`config.mk`:
```
export PLATFORM = sky130hd
export DESIGN_NAME = blink_sequencer
export DESIGN_NICKNAME = d
export VERILOG_FILES = /design/src/rtl/blink_pkg.sv /design/src/rtl/ms_tick_gen.sv /design/src/rtl/blink_sequencer.sv
export SDC_FILE = /design/constraint.sdc
export NUM_CORES = 1
export LEC_CHECK = 0
export CORE_MARGIN = 1.5
export CORE_UTILIZATION = 45
export CTS_CLUSTER_DIAMETER = 120
export CTS_CLUSTER_SIZE = 16
export DETAILED_ROUTE_END_ITERATION = 7
export PLACE_DENSITY = 0.73
export SLEW_MARGIN = 20
export SYNTH_ARGS = -nofsm -noshare
export SYNTH_HDL_FRONTEND = slang
export SYNTH_SLANG_ARGS = --single-unit
```
`constraint.sdc`:
```
create_clock -name clk -period 7.4 [get_ports clk]
set_clock_uncertainty 0.05 [all_clocks]
set_input_delay 0.74 -clock clk [delete_from_list [all_inputs] [get_ports clk]]
set_output_delay 0.74 -clock clk [all_outputs]
set_load 0.005 [all_outputs]
```
`src/rtl/blink_pkg.sv`:
```
// ============================================================================
// Module   : blink_pkg
// Brief    : Shared types and defaults for the blink sequencer.
// Revision : 1.0
// ============================================================================
`default_nettype none

package blink_pkg;

    localparam int unsigned c_tick_div = 100_000;
    localparam int unsigned c_speed_w  = 16;
    localparam int unsigned c_dur_w    = 16;

    typedef enum logic [1:0] {
        IDLE   = 2'd0,
        RUN    = 2'd1,
        FINISH = 2'd2
    } seq_state_e;

    typedef struct packed {
        logic [c_speed_w-1:0] speed;
        logic [c_dur_w-1:0]   dur;
    } seq_entry_t;

endpackage

`default_nettype wire

```
`src/rtl/ms_tick_gen.sv`:
```
// ============================================================================
// Module   : ms_tick_gen
// Brief    : Prescaler producing a one-cycle tick every TICK_DIV clocks.
// Revision : 1.0
// ============================================================================
`default_nettype none

module ms_tick_gen
    import blink_pkg::*;
#(
    parameter int unsigned TICK_DIV = c_tick_div
) (
    input  logic clk,
    input  logic rst_n,
    input  logic clr,
    output logic tick
);

    localparam int unsigned        c_cnt_w = $clog2(TICK_DIV);
    localparam logic [c_cnt_w-1:0] c_last  = c_cnt_w'(TICK_DIV - 1);
    localparam logic [c_cnt_w-1:0] c_one   = c_cnt_w'(1);

    logic [c_cnt_w-1:0] r_cnt;

    always_ff @(posedge clk or negedge rst_n) begin
        if (!rst_n) begin
            r_cnt <= '0;
        end else if (clr || (r_cnt == c_last)) begin
            r_cnt <= '0;
        end else begin
            r_cnt <= r_cnt + c_one;
        end
    end

    assign tick = (r_cnt == c_last);

endmodule

`default_nettype wire

```
`src/rtl/blink_sequencer.sv`:
```
// ============================================================================
// Module   : blink_sequencer
// Brief    : Plays a table of (blink period, dwell ms) entries into a
//            blink_controller speed input.
// Revision : 1.0
// ============================================================================
`default_nettype none

module blink_sequencer
    import blink_pkg::*;
#(
    parameter int unsigned DEPTH    = 8,
    parameter int unsigned SPEED_W  = c_speed_w,
    parameter int unsigned DUR_W    = c_dur_w,
    parameter int unsigned TICK_DIV = c_tick_div
) (
    input  logic                       clk,
    input  logic                       rst_n,
    input  logic                       cfg_we,
    input  logic [$clog2(DEPTH)-1:0]   cfg_addr,
    input  logic [SPEED_W-1:0]         cfg_speed,
    input  logic [DUR_W-1:0]           cfg_dur,
    input  logic [$clog2(DEPTH):0]     seq_len,
    input  logic                       loop,
    input  logic                       start,
    input  logic                       stop,
    output logic [SPEED_W-1:0]         speed,
    output logic [$clog2(DEPTH)-1:0]   step,
    output logic                       busy,
    output logic                       done
);

    localparam int unsigned     c_aw       = $clog2(DEPTH);
    localparam int unsigned     c_lw       = c_aw + 1;
    localparam logic [c_lw-1:0] c_depth    = c_lw'(DEPTH);
    localparam logic [c_aw-1:0] c_last_idx = c_aw'(DEPTH - 1);

    seq_entry_t          r_table [DEPTH];
    seq_state_e          r_state, w_state_nxt;
    logic [SPEED_W-1:0]  r_speed, w_speed_nxt;
    logic [c_aw-1:0]     r_step, w_step_nxt, w_load_idx;
    logic [DUR_W-1:0]    r_dwell, w_dwell_nxt;
    seq_entry_t          w_entry;
    logic                w_load, w_tick, w_tick_clr, w_len_ok, w_last;

    ms_tick_gen #(
        .TICK_DIV (TICK_DIV)
    ) u_tick (
        .clk   (clk),
        .rst_n (rst_n),
        .clr   (w_tick_clr),
        .tick  (w_tick)
    );

    always_ff @(posedge clk or negedge rst_n) begin
        if (!rst_n) begin
            for (int i = 0; i < int'(DEPTH); i++) begin
                r_table[i] <= '0;
            end
        end else if (cfg_we && ({1'b0, cfg_addr} < c_depth)) begin
            r_table[cfg_addr] <= '{speed: c_speed_w'(cfg_speed), dur: c_dur_w'(cfg_dur)};
        end
    end

    assign w_len_ok = (seq_len != '0) && (seq_len <= c_depth);
    // A shrunken seq_len or the physical end of the table both end the pass.
    assign w_last   = (({1'b0, r_step} + c_lw'(1)) >= seq_len) || (r_step == c_last_idx);

    always_comb begin
        w_state_nxt = r_state;
        w_speed_nxt = r_speed;
        w_step_nxt  = r_step;
        w_dwell_nxt = r_dwell;
        w_load      = 1'b0;
        w_load_idx  = '0;
        w_tick_clr  = 1'b0;

        unique case (r_state)
            IDLE: begin
                if (start && w_len_ok) begin
                    w_state_nxt = RUN;
                    w_load      = 1'b1;
                    w_tick_clr  = 1'b1;
                end
            end
            RUN: begin
                if (w_tick) begin
                    if (r_dwell != DUR_W'(1)) begin
                        w_dwell_nxt = r_dwell - DUR_W'(1);
                    end else if (!w_last) begin
                        w_load     = 1'b1;
                        w_load_idx = r_step + c_aw'(1);
                    end else if (loop) begin
                        w_load     = 1'b1;
                    end else begin
                        w_state_nxt = FINISH;
                        w_speed_nxt = '0;
                        w_step_nxt  = '0;
                        w_dwell_nxt = '0;
                    end
                end
            end
            FINISH: w_state_nxt = IDLE;
            default: w_state_nxt = IDLE;
        endcase

        w_entry = r_table[w_load_idx];
        if (w_load) begin
            w_speed_nxt = SPEED_W'(w_entry.speed);
            w_step_nxt  = w_load_idx;
            w_dwell_nxt = (w_entry.dur == '0) ? DUR_W'(1) : DUR_W'(w_entry.dur);
        end

        // Abort wins over everything, including a simultaneous start.
        if (stop) begin
            w_state_nxt = IDLE;
            w_speed_nxt = '0;
            w_step_nxt  = '0;
            w_dwell_nxt = '0;
            w_tick_clr  = 1'b0;
        end
    end

    always_ff @(posedge clk or negedge rst_n) begin
        if (!rst_n) begin
            r_state <= IDLE;
            r_speed <= '0;
            r_step  <= '0;
            r_dwell <= '0;
        end else begin
            r_state <= w_state_nxt;
            r_speed <= w_speed_nxt;
            r_step  <= w_step_nxt;
            r_dwell <= w_dwell_nxt;
        end
    end

    assign speed = r_speed;
    assign step  = r_step;
    assign busy  = (r_state == RUN);
    assign done  = (r_state == FINISH);

endmodule

`default_nettype wire

```
==> impl_metrics.json, run 1 <==
{
  "detail_route.vias_per_cell": 5.87,
  "finalMaxSlewViolations": 0,
  "vias": 10229,
  "r2r_slack_ps": 2230,
  "drcViolationCount": 0,
  "cts_resized": 0,
  "setup_tns_ps": 0,
  "antenna_left": 0,
  "r2r_end": "r_dwell[0]$_DFFE_PN0P_",
  "critPathMaxStageDelay_ps": 900,
  "drt_iter0_drc": 703,
  "ir_worst_vdd_mv": 0.157,
  "dp_slack_ps": 2280,
  "track_usage": 0.217,
  "synth_warnings": 0,
  "critPathCapture": "r_dwell[0]$_DFFE_PN0P_",
  "async_flop_share": 1.00,
  "cp_num_cells": 11,
  "final_hold_viol_count": 0,
  "die_h_um": 185,
  "cp_max_fo": 43,
  "timing.hold.ws_ps": 236,
  "layout_setup_ws_ps": 2230,
  "dieWidth_um": 185,
  "ys_types": 67,
  "synth_edf_count": 0,
  "worstSkewPairLatency_ps": 540,
  "syn_nets": 1322,
  "finalInstanceArea_mm2": 0.0167,
  "gp_congestion": 0.884,
  "leakage_nw": 6.80,
  "slew_headroom": 0.304,
  "fmax_mhz": 193,
  "critPathKind": "reg -> reg",
  "seq_area_frac_synth": 0.519,
  "diodes": 0,
  "syn-mean-instance-area_um2": 11.8,
  "cts.sinks": 310,
  "core_area_mm2": 0.0326,
  "synth_cells": 1268,
  "start_util": 0.458,
  "nNetsFinal": 1355,
  "h-tree-depth": 1,
  "dieArea_mm2": 0.0343,
  "critPathLaunch": "step[0]$_DFFE_PN0P_",
  "rows": 66,
  "grt_pass1_vias": 10500,
  "io_buffers": 65,
  "r2r_start": "step[0]$_DFFE_PN0P_",
  "antenna_found_initial": 2,
  "n_fill_cell": 2851,
  "multiInputGateArea_mm2": 0.00689,
  "cts_made_buffers": 23,
  "status": "finished, final reports clean",
  "dp_hpwl_um": 21800,
  "utilization": 0.511,
  "wirelength_um": 36400,
  "path_cells": "ha_4 -> ha_1 -> ha_1 -> o21a_1 -> a21oi_1 -> and3_2 -> a21oi_1 -> o21ai_0 -> o21ai_0 -> or4b_1 -> o41ai_2",
  "wire_per_inst_um": 20.9,
  "cp_num_buf_inv": 0,
  "setup_violations": 0,
  "period_share": 0.699,
  "slowest_stage": "and3_2",
  "arrival_ps": 5560,
  "ctsLongestPathBuffers": 3,
  "pin_count": 66,
  "netlist_area_mm2": 0.0149,
  "overflow": 0,
  "synth_ff_type": "dfrtp_1",
  "cts_root_buf": "clkbuf_16",
  "layout_commonest_cell": "dfrtp_1",
  "rr_worst_depth": 11,
  "tightest_slew_ps": 1040,
  "post_dp_cell_area_mm2": 0.0160,
  "cts_hold_buf": 0,
  "period_needed_ps": 5170,
  "drtPass1Iterations": 5,
  "yosys_register_bits": 310,
  "regArea_mm2": 0.00776,
  "grt_max_degree": 188,
  "cts_setup_buffers": 0,
  "critPathTopFamily": "adder cells",
  "p_per_area_mw_per_mm2": 247,
  "cp.required_ps": 7790,
  "rsz0062_at_grt": "no",
  "startpoint_type": "register",
  "clk_pin_slew_ps": 80,
  "drv_cap": 0,
  "syn_to_final_growth_pct": 11.5,
  "final_layout_size_suffix_gt1_frac": 0.257,
  "worstSetupEndpointType": "register",
  "mostFrequentLayoutCells": "dfrtp_1 (309), mux2_2 (261), nand2_1 (96)",
  "grt_pass1_wl_um": 58100,
  "hold_path.class": "in -> async",
  "cts_tree": "done"
}
[registers in the layout, summed over array words and instances (netlist names)]
| register | flops |
|---|---|
| r_state | 2 |
| r_table | 256 |
| r_dwell | 16 |
| step | 3 |
| speed | 16 |
| u_tick.r_cnt | 17 |
[final cells by class]
cell class,instances,area share
Clock buffer,24,0.0348
Clock inverter,2,0.00188
Multi-Input combinational cell,872,0.413
Sequential cell,310,0.466
Timing Repair Buffer,85,0.0491
Tap cell,442,0.0332
Inverter,9,0.00203
[kinds of logic (layout without fill, tap and decap cells)]
group | Yosys count | after routing | share of synthesized area
AND/OR/NAND/NOR | 305 | 305 | 0.104
flip-flops | 310 | 310 | 0.519
buffers and inverters | 86 | 120 | 0.0224
adder cells (fa/ha/maj) | 9 | 9 | 0.00754
multiplexers | 321 | 321 | 0.240
AO/OA/AOI/OAI | 219 | 219 | 0.0970
XOR/XNOR | 18 | 18 | 0.0106
[worst min-delay path by stage]
stage | to | slack, ps | startpoint
after floorplan | r_dwell[0]$_DFFE_PN0P_ | 390 | rst_n
after global placement | speed[8]$_DFFE_PN0P_ | 420 | speed[8]$_DFFE_PN0P_
after detailed placement | speed[11]$_DFFE_PN0P_ | 420 | speed[11]$_DFFE_PN0P_
after CTS | r_table[164]$_DFFE_PN0P_ | 300 | rst_n
after global routing | r_table[164]$_DFFE_PN0P_ | 330 | rst_n
final | r_table[164]$_DFFE_PN0P_ | 240 | rst_n
[power by group]
| part | switching, W | internal, W | total, W | leakage, nW |
|---|---|---|---|---|
| Clock | 0.000586 | 0.000562 | 0.00115 | 0.300 |
| Combinational | 0.000334 | 0.000428 | 0.000761 | 2.69 |
| Sequential | 0.000185 | 0.00203 | 0.00221 | 3.81 |
| Total | 0.00110 | 0.00302 | 0.00412 | 6.80 |
[synth_stat cells, types with 19 or more instances]
library cell	instances	area [µm²]
clkbuf_1	68	255
nor2b_1	25	156
mux2i_1	56	561
o21ai_0	48	240
nor2_1	57	214
a211oi_1	47	353
mux2_2	261	2940
nand3_1	19	95.1
and3_1	26	163
a21oi_1	62	310
dfrtp_1	310	7760
nand2_1	96	360
[stage by stage]
stage / cells / power [W]
after floorplan: 1268 / 0.00274
after global routing: 1744 / 0.00433
after CTS: 1744 / 0.00416
final: 1744 / 0.00412
after global placement: 1718 / 0.00296
after detailed placement: 1718 / 0.00300
[per-layer routing]
layer  GRT usage  share of wire  vias to the layer above
met5           0        0.00085                        -
met4      0.0540          0.020                        4
met3      0.0324          0.050                       50
met2       0.353           0.47                      249
met1       0.304           0.46                     5253
li1            -              -                     4673
No activity file was read; power rests on OpenSTA's default activity.
==> run 2, diff against run 1 <==
- PLACE_DENSITY: 0.73 -> 0.76
- clock period: 7.4 -> 4.7 ns (I/O delays scaled with it)
==> run 2 against run 1 <==
  * Utilization rose by 0.30 points
  * Total power grew 58%
  * Setup slack worse by 1600 ps
  * Register-to-register slack worse by 1600 ps
  * Die area did not move
  * Combinational power grew 59%
  * Global-route usage down 0.25 points
  * Largest cell class unchanged
  * Critical endpoint unchanged
==> impl_metrics.json, run 2 (synthesis gave the netlist of run 1 again) <==
{
  "top_layer": "met4",
  "cts_made_buffers": 23,
  "drtPass1Iterations": 5,
  "startpoint_type": "register",
  "drv_cap": 0,
  "pin_count": 66,
  "worstSetupEndpointType": "register",
  "grt_pass1_wl_um": 57600,
  "mostFrequentLayoutCells": "dfrtp_1 (309), mux2_2 (261), nand2_1 (96)",
  "dp_hpwl_um": 23200,
  "finalMaxSlewViolations": 0,
  "cts_tree": "done",
  "ir_worst_vdd_mv": 0.279,
  "placed_cells": 1730,
  "dieWidth_um": 185,
  "setup_tns_ps": 0,
  "drt_iter0_drc": 890,
  "status": "finished, final reports clean",
  "final_cells": 1758,
  "antenna_left": 0,
  "final_layout_size_suffix_gt1_frac": 0.262,
  "grt_pass1_vias": 10435,
  "track_usage": 0.214,
  "regMostFlops": "r_table",
  "clk_pin_slew_ps": 80,
  "layout_setup_ws_ps": 659,
  "syn_to_final_growth_pct": 12.2,
  "h-tree-depth": 1,
  "gp_congestion": 0.914,
  "p_per_area_mw_per_mm2": 388,
  "routed-wl-met2_um": 16800,
  "nNetsFinal": 1368,
  "rsz0062_at_grt": "no",
  "wirelength_um": 35900,
  "slew_headroom": 0.413,
  "cts_resized": 0,
  "dieArea_mm2": 0.0343,
  "path_cells": "ha_4 -> ha_1 -> a211o_1 -> a21oi_1 -> nand3_1 -> nand2_1 -> a31oi_1 -> a21oi_1 -> or4b_1 -> o41ai_2",
  "die_h_um": 185,
  "final_hold_viol_count": 0,
  "cp_max_fo": 22,
  "wl_met3_um": 1910,
  "dp_slack_ps": 552,
  "hold_path.class": "reg -> reg",
  "leakage_nw": 6.86,
  "cts_root_buf": "clkbuf_16",
  "layout_commonest_cell": "dfrtp_1",
  "grt_max_degree": 105,
  "utilization": 0.514,
  "rows": 66,
  "wire_per_inst_um": 20.4,
  "worstSkewPairLatency_ps": 540,
  "drcViolationCount": 0,
  "wirelength_met1_um": 16400,
  "period_share": 0.860,
  "cp.required_ps": 5090,
  "core_area_mm2": 0.0326,
  "vias": 10309,
  "setup_violations": 0,
  "critPathTopFamily": "compound AO/OA/AOI/OAI gates",
  "fmax_mhz": 247,
  "crit_path_frequent_cell": "a21oi_1",
  "critPathKind": "reg -> reg",
  "slowest_stage": "nand3_1",
  "overflow": 0,
  "ctsLongestPathBuffers": 3,
  "io_buffers": 65,
  "n_fill_cell": 2799,
  "period_needed_ps": 4040,
  "cts.sinks": 310,
  "cp_num_buf_inv": 0,
  "detail_route.vias_per_cell": 5.86,
  "arrival_ps": 4430,
  "antenna_found_initial": 1,
  "start_util": 0.458,
  "largest_reg_flops": 256,
  "critPathMaxStageDelay_ps": 550,
  "tightest_slew_ps": 881,
  "top_regs": "r_table (256), u_tick.r_cnt (17)"
}
## run 2: changes by cell type in the layout (fill, tap and decap cells not counted)
cell,change
nand2b_1,+1
and3_2,-1
buf_4,+12
dlygate4sd3_1,+1
diode_2,+1
and3_1,+1
nand2b_2,-1
## run 2: area by class of cell
cell class / instances / area, µm² / share of cell area
multi-input cells: 872 / 6890 / 0.411
flip-flops and latches: 310 / 7760 / 0.463
well taps: 442 / 553 / 0.0330
inverters: 9 / 33.8 / 0.00202
repair buffers: 98 / 918 / 0.0548
clock buffers: 24 / 579 / 0.0346
diodes: 1 / 2.50 / 0.000149
clock inverters: 2 / 31.3 / 0.00187
## run 2: worst reg2reg max path, delay by kind of cell (launching register included)
kind	cells	cell delay, ps
flops	1	450
fa+ha+maj	2	790
simple gates	3	1240
compound gates	5	1410
## run 2: per-layer routing
metal | up-vias | track usage
met3 | 55 | 0.0322
li1 | 4711 | -
met2 | 311 | 0.349
met4 | 0 | 0.0494
met5 | - | 0
met1 | 5232 | 0.302
## run 2: power by group
group	switching (W)	total, W	leakage (nW)	internal [W]
Sequential	0.000296	0.00349	3.81	0.00320
Combinational	0.000532	0.00121	2.76	0.000678
Clock	0.000912	0.00180	0.300	0.000885
Total	0.00174	0.00650	6.86	0.00476
## run 2: timing repair
| action | in CTS | in global routing |
|---|---|---|
| hold buffers | 1 | 0 |
| setup buffers | 0 | 0 |
| hold endpoints to repair | 68 | 0 |
## run 2: per-stage QoR
stage          hold WS, ps  area, µm²  total power (W)
2_1_floorplan          124      14900          0.00432
3_3_place_gp           418      16100          0.00467
3_5_place_dp           423      16100          0.00475
4_1_cts                437      16800          0.00655
5_1_grt                456      16800          0.00684
6_report               433      16800          0.00650
## run 2: path summary, 6_finish.rpt
check	start	end	slack, ps	cells past startpoint
worst max-delay path	step[0]$_DFFE_PN0P_	r_dwell[0]$_DFFE_PN0P_	660	10
min in group asynchronous	rst_n	r_table[9]$_DFFE_PN0P_	510	2
max in group asynchronous	rst_n	speed[8]$_DFFE_PN0P_	2850	3
worst min register to register	speed[15]$_DFFE_PN0P_	speed[15]$_DFFE_PN0P_	430	2
worst min-delay path	speed[15]$_DFFE_PN0P_	speed[15]$_DFFE_PN0P_	430	2
worst max register to register	step[0]$_DFFE_PN0P_	r_dwell[0]$_DFFE_PN0P_	660	10
==> run 3, diff against run 2 <==
- CORE_MARGIN: 1.5 -> default
- PLACE_DENSITY: 0.76 -> 0.73
- clock period: 4.7 -> 4 ns (I/O delays scaled with it)
==> run 3 against run 2 <==
  * Worst hold slack improved by 1.8 ps
  * Sequential power increased by 17%
  * Critical path depth increased by 2
  * Fmax increased by 8.6%
  * Total power increased by 18%
  * Clock power increased by 18%
  * Utilization increased by 0.53 points
  * Cell area increased by 1.0%
  * Via count increased by 0.89%
  * Critical path type unchanged
  * Critical endpoint unchanged
==> impl_metrics.json, run 3 (synthesis gave the netlist of run 1 again) <==
{
  "status": "finished, final reports clean",
  "antenna_found_initial": 1,
  "clk_pin_slew_ps": 80,
  "wire_per_inst_um": 21.1,
  "final_hold_viol_count": 0,
  "worstSetupEndpointType": "register",
  "dieWidth_um": 184,
  "critPathMaxStageDelay_ps": 510,
  "overflow": 0,
  "finalInstanceArea_mm2": 0.0169,
  "rows": 66,
  "drtPass1Iterations": 5,
  "detail_route.vias_per_cell": 5.86,
  "pin_count": 66,
  "p_per_area_mw_per_mm2": 452,
  "regMostFlops": "r_table",
  "grt_pass1_wl_um": 60100,
  "setup_violations": 0,
  "setup_tns_ps": 0,
  "die_h_um": 184,
  "dieArea_mm2": 0.0339,
  "ir_worst_vdd_mv": 0.361,
  "top_regs": "r_table (256), u_tick.r_cnt (17)",
  "leakage_nw": 6.96,
  "r2r_end": "r_dwell[0]$_DFFE_PN0P_",
  "period_share": 0.930,
  "r2r_slack_ps": 280,
  "ctsLongestPathBuffers": 3,
  "gp_congestion": 0.955,
  "nNetsFinal": 1385,
  "finalMaxSlewViolations": 0,
  "worstSkewPairLatency_ps": 540,
  "start_util": 0.458,
  "drcViolationCount": 0,
  "tightest_slew_ps": 878,
  "wirelength_um": 37400,
  "vias": 10401,
  "h-tree-depth": 1,
  "dp_hpwl_um": 23400,
  "cp.required_ps": 4400,
  "final_layout_size_suffix_gt1_frac": 0.272,
  "io_buffers": 65,
  "holdPathStages": 2,
  "slew_headroom": 0.412,
  "arrival_ps": 4120,
  "antenna_left": 0,
  "hold_path.class": "reg -> reg",
  "cts.sinks": 310,
  "syn_to_final_growth_pct": 13.3,
  "whs_endpoint": "speed[2]$_DFFE_PN0P_",
  "startpoint_type": "register",
  "drv_cap": 0,
  "mostFrequentLayoutCells": "dfrtp_1 (309), mux2_2 (261), nand2_1 (96)",
  "path_cells": "ha_4 -> ha_1 -> ha_1 -> o21a_1 -> nand2b_1 -> a2111oi_4 -> buf_4 -> a21oi_1 -> a21oi_1 -> a31oi_1 -> or4b_1 -> o41ai_2",
  "grt_max_degree": 113,
  "hp-start": "speed[2]$_DFFE_PN0P_",
  "post_dp_cell_area_mm2": 0.0163,
  "critPathKind": "reg -> reg",
  "period_needed_ps": 3720,
  "rr_worst_depth": 12,
  "rsz0062_at_grt": "no",
  "largest_reg_flops": 256,
  "cts_made_buffers": 23,
  "r2r_start": "step[0]$_DFFE_PN0P_",
  "fmax_mhz": 269,
  "grt_pass1_vias": 10716,
  "cp_max_fo": 18,
  "core_area_mm2": 0.0326,
  "cts_tree": "done",
  "layout_commonest_cell": "dfrtp_1",
  "slowest_stage": "or4b_1",
  "cts_setup_buffers": 0,
  "cts_root_buf": "clkbuf_16",
  "drt_iter0_drc": 849,
  "track_usage": 0.227
}
## run 3: cell types whose count changed in the layout (fill, tap and decap cells not counted), sizes merged
cell  before  now
buf       33   50
## run 3: metrics by stage
step	utilization	instances	hold slack (ps)	power [W]	setup WS (ps)
floorplan	-	1268	54.4	0.00508	12.9
global placement	0.500	1747	420	0.00549	191
detailed placement	0.500	1747	425	0.00558	133
CTS	0.519	1774	441	0.00770	271
global route	0.519	1774	466	0.00803	63.9
finish	0.519	1775	435	0.00765	280
## run 3: worst max path at each step
stage / slack (ps) / end / start / depth (start not counted)
after detailed placement: 130 / r_dwell[0]$_DFFE_PN0P_ / seq_len[3] / 12
after global placement: 190 / r_dwell[0]$_DFFE_PN0P_ / seq_len[0] / 13
final: 280 / r_dwell[0]$_DFFE_PN0P_ / step[0]$_DFFE_PN0P_ / 12
after CTS: 270 / r_dwell[0]$_DFFE_PN0P_ / step[0]$_DFFE_PN0P_ / 12
after global routing: 60 / r_dwell[0]$_DFFE_PN0P_ / step[0]$_DFFE_PN0P_ / 13
after floorplan: 10 / r_dwell[0]$_DFFE_PN0P_ / step[0]$_DFFE_PN0P_ / 15
## run 3: routing by layer
layer | routed length (µm) | GRT usage | vias up
met5 | 0 | 0 | -
li1 | - | - | 4740
met3 | 2140 | 0.0375 | 58
met1 | 16900 | 0.314 | 5334
met2 | 17600 | 0.372 | 269
met4 | 694 | 0.0547 | 0
## run 3: worst max-delay path, delay by kind of cell, from the launching register on
family,cells,cell delay [ps]
AO/OA/AOI/OAI,6,1310
AND/OR/NAND/NOR,2,760
buffers and inverters,1,310
flip-flops,1,460
adder cells (fa/ha/maj),3,730
## run 3: what timing repair did
item                                   4_1_cts  5_1_grt
gates resized for setup                      0        0
endpoints found under the hold margin      107        0
hold buffers                                 1        0
## run 3: power by group
group	internal (W)	switching, W	total (W)
registers	0.00375	0.000350	0.00410
clock network	0.00104	0.00109	0.00213
logic	0.000806	0.000614	0.00142
## run 3: layout make-up
| cell class | instances | area, µm² |
|---|---|---|
| inverter | 9 | 33.8 |
| multi-input combinational | 872 | 6890 |
| clock buffer | 24 | 579 |
| fill | 2843 | 15700 |
| sequential | 310 | 7760 |
| antenna | 1 | 2.50 |
| clock inverter | 2 | 31.3 |
| tap | 442 | 553 |
| timing repair buffer | 115 | 1080 |
